==> config.mk <==
export PLATFORM = sky130hd
export DESIGN_NAME = lhca_sequencer
export DESIGN_NICKNAME = d
export VERILOG_FILES = /design/src/rtl/lhca_pkg.sv /design/src/rtl/lhca_next.sv /design/src/rtl/lhca_sequencer.sv
export SDC_FILE = /design/constraint.sdc
export NUM_CORES = 1
export LEC_CHECK = 0
export BUFFER_PORTS_ARGS = -buffer_cell sky130_fd_sc_hd__buf_2
export CORE_MARGIN = 10
export CORE_UTILIZATION = 40
export DETAILED_ROUTE_END_ITERATION = 16
export PLACE_DENSITY = 0.68
export SYNTH_ARGS = -nofsm -noshare
export SYNTH_HDL_FRONTEND = slang
export SYNTH_SLANG_ARGS = --single-unit
==> constraint.sdc <==
create_clock -name CLK -period 7.23 [get_ports CLK]
set_clock_uncertainty 0.1 [all_clocks]
set_input_delay 0.3615 -clock CLK [delete_from_list [all_inputs] [get_ports CLK]]
set_output_delay 0.3615 -clock CLK [all_outputs]
set_load 0.01 [all_outputs]
==> src/rtl/lhca_pkg.sv <==
// Shared encodings for the hybrid 90/150 cellular-automaton sequencer.
package lhca_pkg;

  localparam int unsigned LHCA_OP_W     = 2;
  localparam int unsigned LHCA_PERIOD_W = 16;

  localparam logic [LHCA_OP_W-1:0] LHCA_OP_LOAD     = 2'd0;
  localparam logic [LHCA_OP_W-1:0] LHCA_OP_RULE     = 2'd1;
  localparam logic [LHCA_OP_W-1:0] LHCA_OP_RUN      = 2'd2;
  localparam logic [LHCA_OP_W-1:0] LHCA_OP_STOPSTEP = 2'd3;

  typedef enum logic [1:0] {
    IDLE = 2'd0,
    RUN  = 2'd1,
    STEP = 2'd2
  } lhca_state_t;

endpackage

==> src/rtl/lhca_next.sv <==
// Next-state function of a null-boundary hybrid 90/150 cellular automaton.
module lhca_next #(
  parameter int unsigned WIDTH = 8
) (
  input  logic [WIDTH-1:0] s,
  input  logic [WIDTH-1:0] rule,
  output logic [WIDTH-1:0] n
);

  // Zero cells on both ends model the null boundaries.
  logic [WIDTH+1:0] pad;
  assign pad = {1'b0, s, 1'b0};

  always_comb begin
    n = '0;
    for (int i = 0; i < int'(WIDTH); i++) begin
      n[i] = pad[i] ^ pad[i+2] ^ (rule[i] & s[i]);
    end
  end

endmodule

==> src/rtl/lhca_sequencer.sv <==
// Command-driven controller for a hybrid 90/150 CA: seed/rule load, run/stop/step
// sequencing with a free-running prescaler, and seed-to-seed period measurement.
module lhca_sequencer
  import lhca_pkg::*;
#(
  parameter int unsigned      WIDTH         = 8,
  parameter int unsigned      PRESCALE_BITS = 22,
  parameter logic [WIDTH-1:0] RULE_RESET    = WIDTH'(8'h06),
  parameter logic [WIDTH-1:0] SEED_RESET    = WIDTH'(8'h01)
) (
  input  logic                     CLK,
  input  logic                     RESET,
  input  logic                     CMD_VALID,
  output logic                     CMD_READY,
  input  logic [LHCA_OP_W-1:0]     CMD_OP,
  input  logic [WIDTH-1:0]         CMD_DATA,
  output logic [WIDTH-1:0]         O,
  output logic                     STEP_PULSE,
  output logic                     RUNNING,
  output logic [LHCA_PERIOD_W-1:0] PERIOD,
  output logic                     PERIOD_VALID
);

  localparam logic [LHCA_PERIOD_W-1:0] CNT_SAT = '1;

  lhca_state_t              state;
  lhca_state_t              state_next;
  logic [PRESCALE_BITS-1:0] presc;
  logic [WIDTH-1:0]         seed;
  logic [WIDTH-1:0]         rule;
  logic [WIDTH-1:0]         next_o;
  logic [LHCA_PERIOD_W-1:0] step_cnt;
  logic                     tick;
  logic                     cmd_fire;
  logic                     do_step;
  logic                     ready_next;
  logic                     running_next;

  assign tick     = &presc;
  assign cmd_fire = CMD_VALID & CMD_READY;
  // An accepted command in RUN swallows a coincident tick.
  assign do_step  = (state == STEP) | ((state == RUN) & tick & ~cmd_fire);

  lhca_next #(.WIDTH(WIDTH)) u_next (
    .s    (O),
    .rule (rule),
    .n    (next_o)
  );

  always_ff @(posedge CLK) begin
    if (RESET) state <= IDLE;
    else       state <= state_next;
  end

  always_comb begin
    state_next = state;
    case (state)
      IDLE: begin
        if (cmd_fire && CMD_OP == LHCA_OP_RUN) state_next = RUN;
        else if (cmd_fire && CMD_OP == LHCA_OP_STOPSTEP && CMD_DATA[0]) state_next = STEP;
      end
      RUN: begin
        if (cmd_fire && CMD_OP == LHCA_OP_STOPSTEP) state_next = CMD_DATA[0] ? STEP : IDLE;
      end
      STEP:    state_next = IDLE;
      default: state_next = IDLE;
    endcase
  end

  always_comb begin
    ready_next   = 1'b1;
    running_next = 1'b0;
    if (state_next == STEP) ready_next = 1'b0;
    if (state_next == RUN)  running_next = 1'b1;
  end

  always_ff @(posedge CLK) begin
    if (RESET) begin
      CMD_READY <= 1'b1;
      RUNNING   <= 1'b0;
    end else begin
      CMD_READY <= ready_next;
      RUNNING   <= running_next;
    end
  end

  // CA state, configuration and period measurement.
  always_ff @(posedge CLK) begin
    if (RESET) begin
      presc        <= '0;
      O            <= SEED_RESET;
      seed         <= SEED_RESET;
      rule         <= RULE_RESET;
      step_cnt     <= '0;
      STEP_PULSE   <= 1'b0;
      PERIOD       <= '0;
      PERIOD_VALID <= 1'b0;
    end else begin
      presc      <= presc + PRESCALE_BITS'(1);
      STEP_PULSE <= do_step;
      if (cmd_fire && CMD_OP == LHCA_OP_LOAD) begin
        seed         <= CMD_DATA;
        O            <= CMD_DATA;
        step_cnt     <= '0;
        PERIOD_VALID <= 1'b0;
      end else if (cmd_fire && CMD_OP == LHCA_OP_RULE) begin
        rule         <= CMD_DATA;
        O            <= seed;
        step_cnt     <= '0;
        PERIOD_VALID <= 1'b0;
      end else if (do_step) begin
        O <= next_o;
        if (next_o == seed && step_cnt != CNT_SAT) begin
          PERIOD       <= step_cnt + LHCA_PERIOD_W'(1);
          PERIOD_VALID <= 1'b1;
          step_cnt     <= '0;
        end else if (step_cnt != CNT_SAT) begin
          step_cnt <= step_cnt + LHCA_PERIOD_W'(1);
        end
      end
    end
  end

endmodule

==> impl_results.md <==
- Ys async rst share: 0%
- Slew @ Worst Pin: 1040 ps
- Fin crit share: 45.9%
- Sum Neg Setup Slack: 0 ps
- Run status: complete, no violations
- Slew Limit Fails: 0
- IO Pins: 41
- Hold path start: CMD_DATA[1]
- Grt ovf: 0
- DRT Pass-1 Iters: 4
- Setup WS pre-CTS: just under 4000 ps
- Register-to-Register Path Depth: 8
- Number of synthesized flops with an enable pin: 0
- FF+latch count, synth: 84
- Gate power share: 9.5%
- Routed Antenna Nets: 0
- CTS Hold Buffers Added: 0
- Net Sw Frac: 26.3%
- CTS Buf Count: 9
- Routed len/inst: between 15 and 20 um
- Number of global-route vias before repair: about 3,200
- Worst skew pair latency: approximately 350 ps
- CTS tree: done
- Hold Slack: 168 ps
- Largest net degree at the start of global routing: 69
- Netlist cell types: 46
- Total number of vias: about 3,300
- Setup Buffers After CTS: 0
- Placed cells: 607
- Port Buf Inserts: 40
- Switch Pwr: about 0.00024 W
- Fillers: 989
- Min-Delay Endpoint: rule[1]$_SDFFE_PP1P_
- Max-Slew Margin vs Limit: 30.3%
- Initial DRC count: approximately 180
- Max VDD drop: 104 uV
- Dpl hpwl: 6480 um
- Seq/Total Area, Yosys: 41.6%
- Chip Width: 120 um
- Max-Cap Viols: 0
- Non-filler instance count after layout: 623
- WHS Path Cells: 2
- Reg clk slew, reported paths: 100 ps
- Clk buf depth: 2
- Antenna fix cells: 0
- CP endpoint kind: register
- Register area: 1680 um^2
- Setup Viol. Count Final: 0
- Cell taking the most area after synthesis: dfxtp_1
- Post-synth top cells: dfxtp_1 (84), nand2_1 (57), nor2_1 (49)
- Residual DRC count: 0
- GRT Util Overall: 12.8%
- Synth Cell Area: 4040 um^2
- Placer congestion estimate: around 0.83
- CP Launch Type: register
- Core area: 9820 um^2
- RSZ-0062 raised after global routing: false
- Worst R2R End: PERIOD[12]$_SDFFE_PP0P_
- Root buffer cell: clkbuf_8
- First-pass GRT wire length: between 15,000 and 20,000 um
- Kind of critical path: reg2reg
- CTS Sinks: 84
- Layout Nets: 500
- Final Critical Period: approximately 3300 ps
- Syn Nets: 473
- Area of the multi-input gates: 2210 um^2
- Reg2Reg Setup Slack: 3910 ps
- YS warnings: 0
- Synth area leaders: dfxtp_1 (42%), nand2_1 (5.3%), xor2_1 (5.0%), nor2_1 (4.6%), a21oi_1 (4.5%)
- Num rows: 36
- Layout cell share with drive strength beyond 1: 14.9%
- Seq pwr share: 52.5%
- Top-area cell type share of the netlist area: between 40% and 50%
- CP max FO: 20
- Initial antenna violation count: 0
- Most common cell in the netlist: dfxtp_1
- Die Y: 120 um
- Worst Path Arrival: 3420 ps
- CP Data Required Time: approximately 7300 ps
- Pwr/cell area: between 200 and 250 nW/um^2
- Synth Instances: ~460
- Final-report hold violation count: 0
- Pint: 0.000677 W
- Ys flop type: dfxtp_1
- Leakage: 1.72 nW
- Setup ws final: 3910 ps
- Area delta synth->final: 11.7%
- Hold crit path type: in2reg
- Critical R2R Launch: presc[0]$_SDFF_PP0_
- Post-Route WL: roughly 9400 um
- Fmax: 301 MHz
- Die Area: ~15,000 um^2
- Syn Area/Cell: 8.82 um^2
- Initial Util: 41.1%
- Clock power share: 38.1%
- Number of gates resized after CTS: 0
- Via density per instance: roughly 5.3
- H-Tree Depth: 3
==> routing by layer <==
layer  GRT usage, %  part of all wire, %  wire length [um]  vias to the layer above
met1           16.7                   47              4430                     1568
li1               -                    -                 -                     1674
met5              0                    0                 0                        -
met2           20.8                   48              4480                       64
met3           2.61                  4.3               406                        7
met4           4.00                 0.93                87                        0
==> placed cells by master, fill, tap and decap left out, drive strengths merged, types with 2 or more instances in the layout <==
| cell type | Yosys | final |
|---|---|---|
| a211o | 2 | 2 |
| nor2 | 49 | 49 |
| a31oi | 2 | 2 |
| nand3b | 3 | 3 |
| mux2i | 7 | 7 |
| nor3 | 10 | 10 |
| nand2 | 57 | 57 |
| a21oi | 36 | 36 |
| nor4 | 2 | 2 |
| and4 | 4 | 4 |
| or3 | 8 | 8 |
| a22oi | 2 | 2 |
| nand4 | 9 | 9 |
| xnor3 | 3 | 3 |
| buf | 10 | 44 |
| clkinv | 0 | 2 |
| or2 | 3 | 3 |
| xor2 | 23 | 23 |
| a2111oi | 7 | 7 |
| mux2 | 3 | 3 |
| nor3b | 4 | 4 |
| xor3 | 5 | 5 |
| a211oi | 20 | 20 |
| and3 | 8 | 8 |
| nor2b | 4 | 4 |
| o2bb2ai | 2 | 2 |
| o21ai | 3 | 3 |
| a31o | 8 | 8 |
| dfxtp | 84 | 84 |
| clkbuf | 18 | 9 |
| inv | 6 | 10 |
| nand3 | 14 | 14 |
| and2 | 9 | 9 |
| a22o | 8 | 8 |
| xnor2 | 17 | 17 |
| ha | 2 | 2 |
==> sequential cells by signal, summed over array words and instances (netlist names) <==
| signal | flops |
|---|---|
| PERIOD_VALID | 1 |
| PERIOD | 16 |
| RUNNING | 1 |
| O | 8 |
| presc | 22 |
| seed | 8 |
| STEP_PULSE | 1 |
| rule | 8 |
| step_cnt | 16 |
| state | 2 |
| CMD_READY | 1 |
==> per-stage QoR <==
stage	instance area, um^2	power (W)	util, %
6_report	4510	0.000918	45.9
5_1_grt	4510	0.000957	45.9
4_1_cts	4510	0.000923	45.9
3_5_place_dp	4310	0.000579	43.9
3_3_place_gp	4310	0.000577	43.9
2_1_floorplan	4040	0.000555	-
==> power by group through the flow <==
stage          clock (W)  sequential [W]  combinational, W
2_1_floorplan          0        0.000491         0.0000641
3_3_place_gp           0        0.000492         0.0000848
3_5_place_dp           0        0.000492         0.0000864
4_1_cts         0.000354        0.000482         0.0000873
5_1_grt         0.000378        0.000483         0.0000949
6_report        0.000349        0.000482         0.0000868
==> worst max path at each step <==
stage                                   start  depth (start not counted)                       end  slack, ps
after global routing      presc[0]$_SDFF_PP0_                          8   PERIOD[12]$_SDFFE_PP0P_       3720
after CTS                 presc[0]$_SDFF_PP0_                          8   PERIOD[12]$_SDFFE_PP0P_       3910
after detailed placement  presc[0]$_SDFF_PP0_                          8   PERIOD[14]$_SDFFE_PP0P_       3960
after global placement    presc[0]$_SDFF_PP0_                          8   PERIOD[12]$_SDFFE_PP0P_       4170
after floorplan             O[5]$_SDFFE_PP0P_                          8  step_cnt[8]$_SDFFE_PP0P_       4540
final                     presc[0]$_SDFF_PP0_                          8   PERIOD[12]$_SDFFE_PP0P_       3910
==> logic make-up (layout without fill, tap and decap cells) <==
group,count (synthesis),in the layout,synth area share (%)
flops,84,84,41.6
buf+inv,34,66,3.66
compound gates,93,93,15.6
xor+xnor,48,48,13.3
fa+ha+maj,2,2,0.620
mux,10,10,2.57
simple gates,187,187,22.6
==> critical path, stage by stage (launching register included) <==
cell and delay, ps:
dfxtp_1 410, ha_1 230, nand2_1 80, nor4_1 560
a32oi_1 190, buf_4 240, or2_2 420, nor2_1 750
a211oi_1 170
==> area by class of cell <==
cell class / instances / share of cell area (%)
multi-input combinational: 340 / 48.9
sequential: 84 / 37.3
timing repair buffer: 44 / 5.10
tap: 133 / 3.69
clock buffer: 9 / 2.75
clock inverter: 7 / 1.75
inverter: 6 / 0.499
Power figures use the tool's default switching activity.
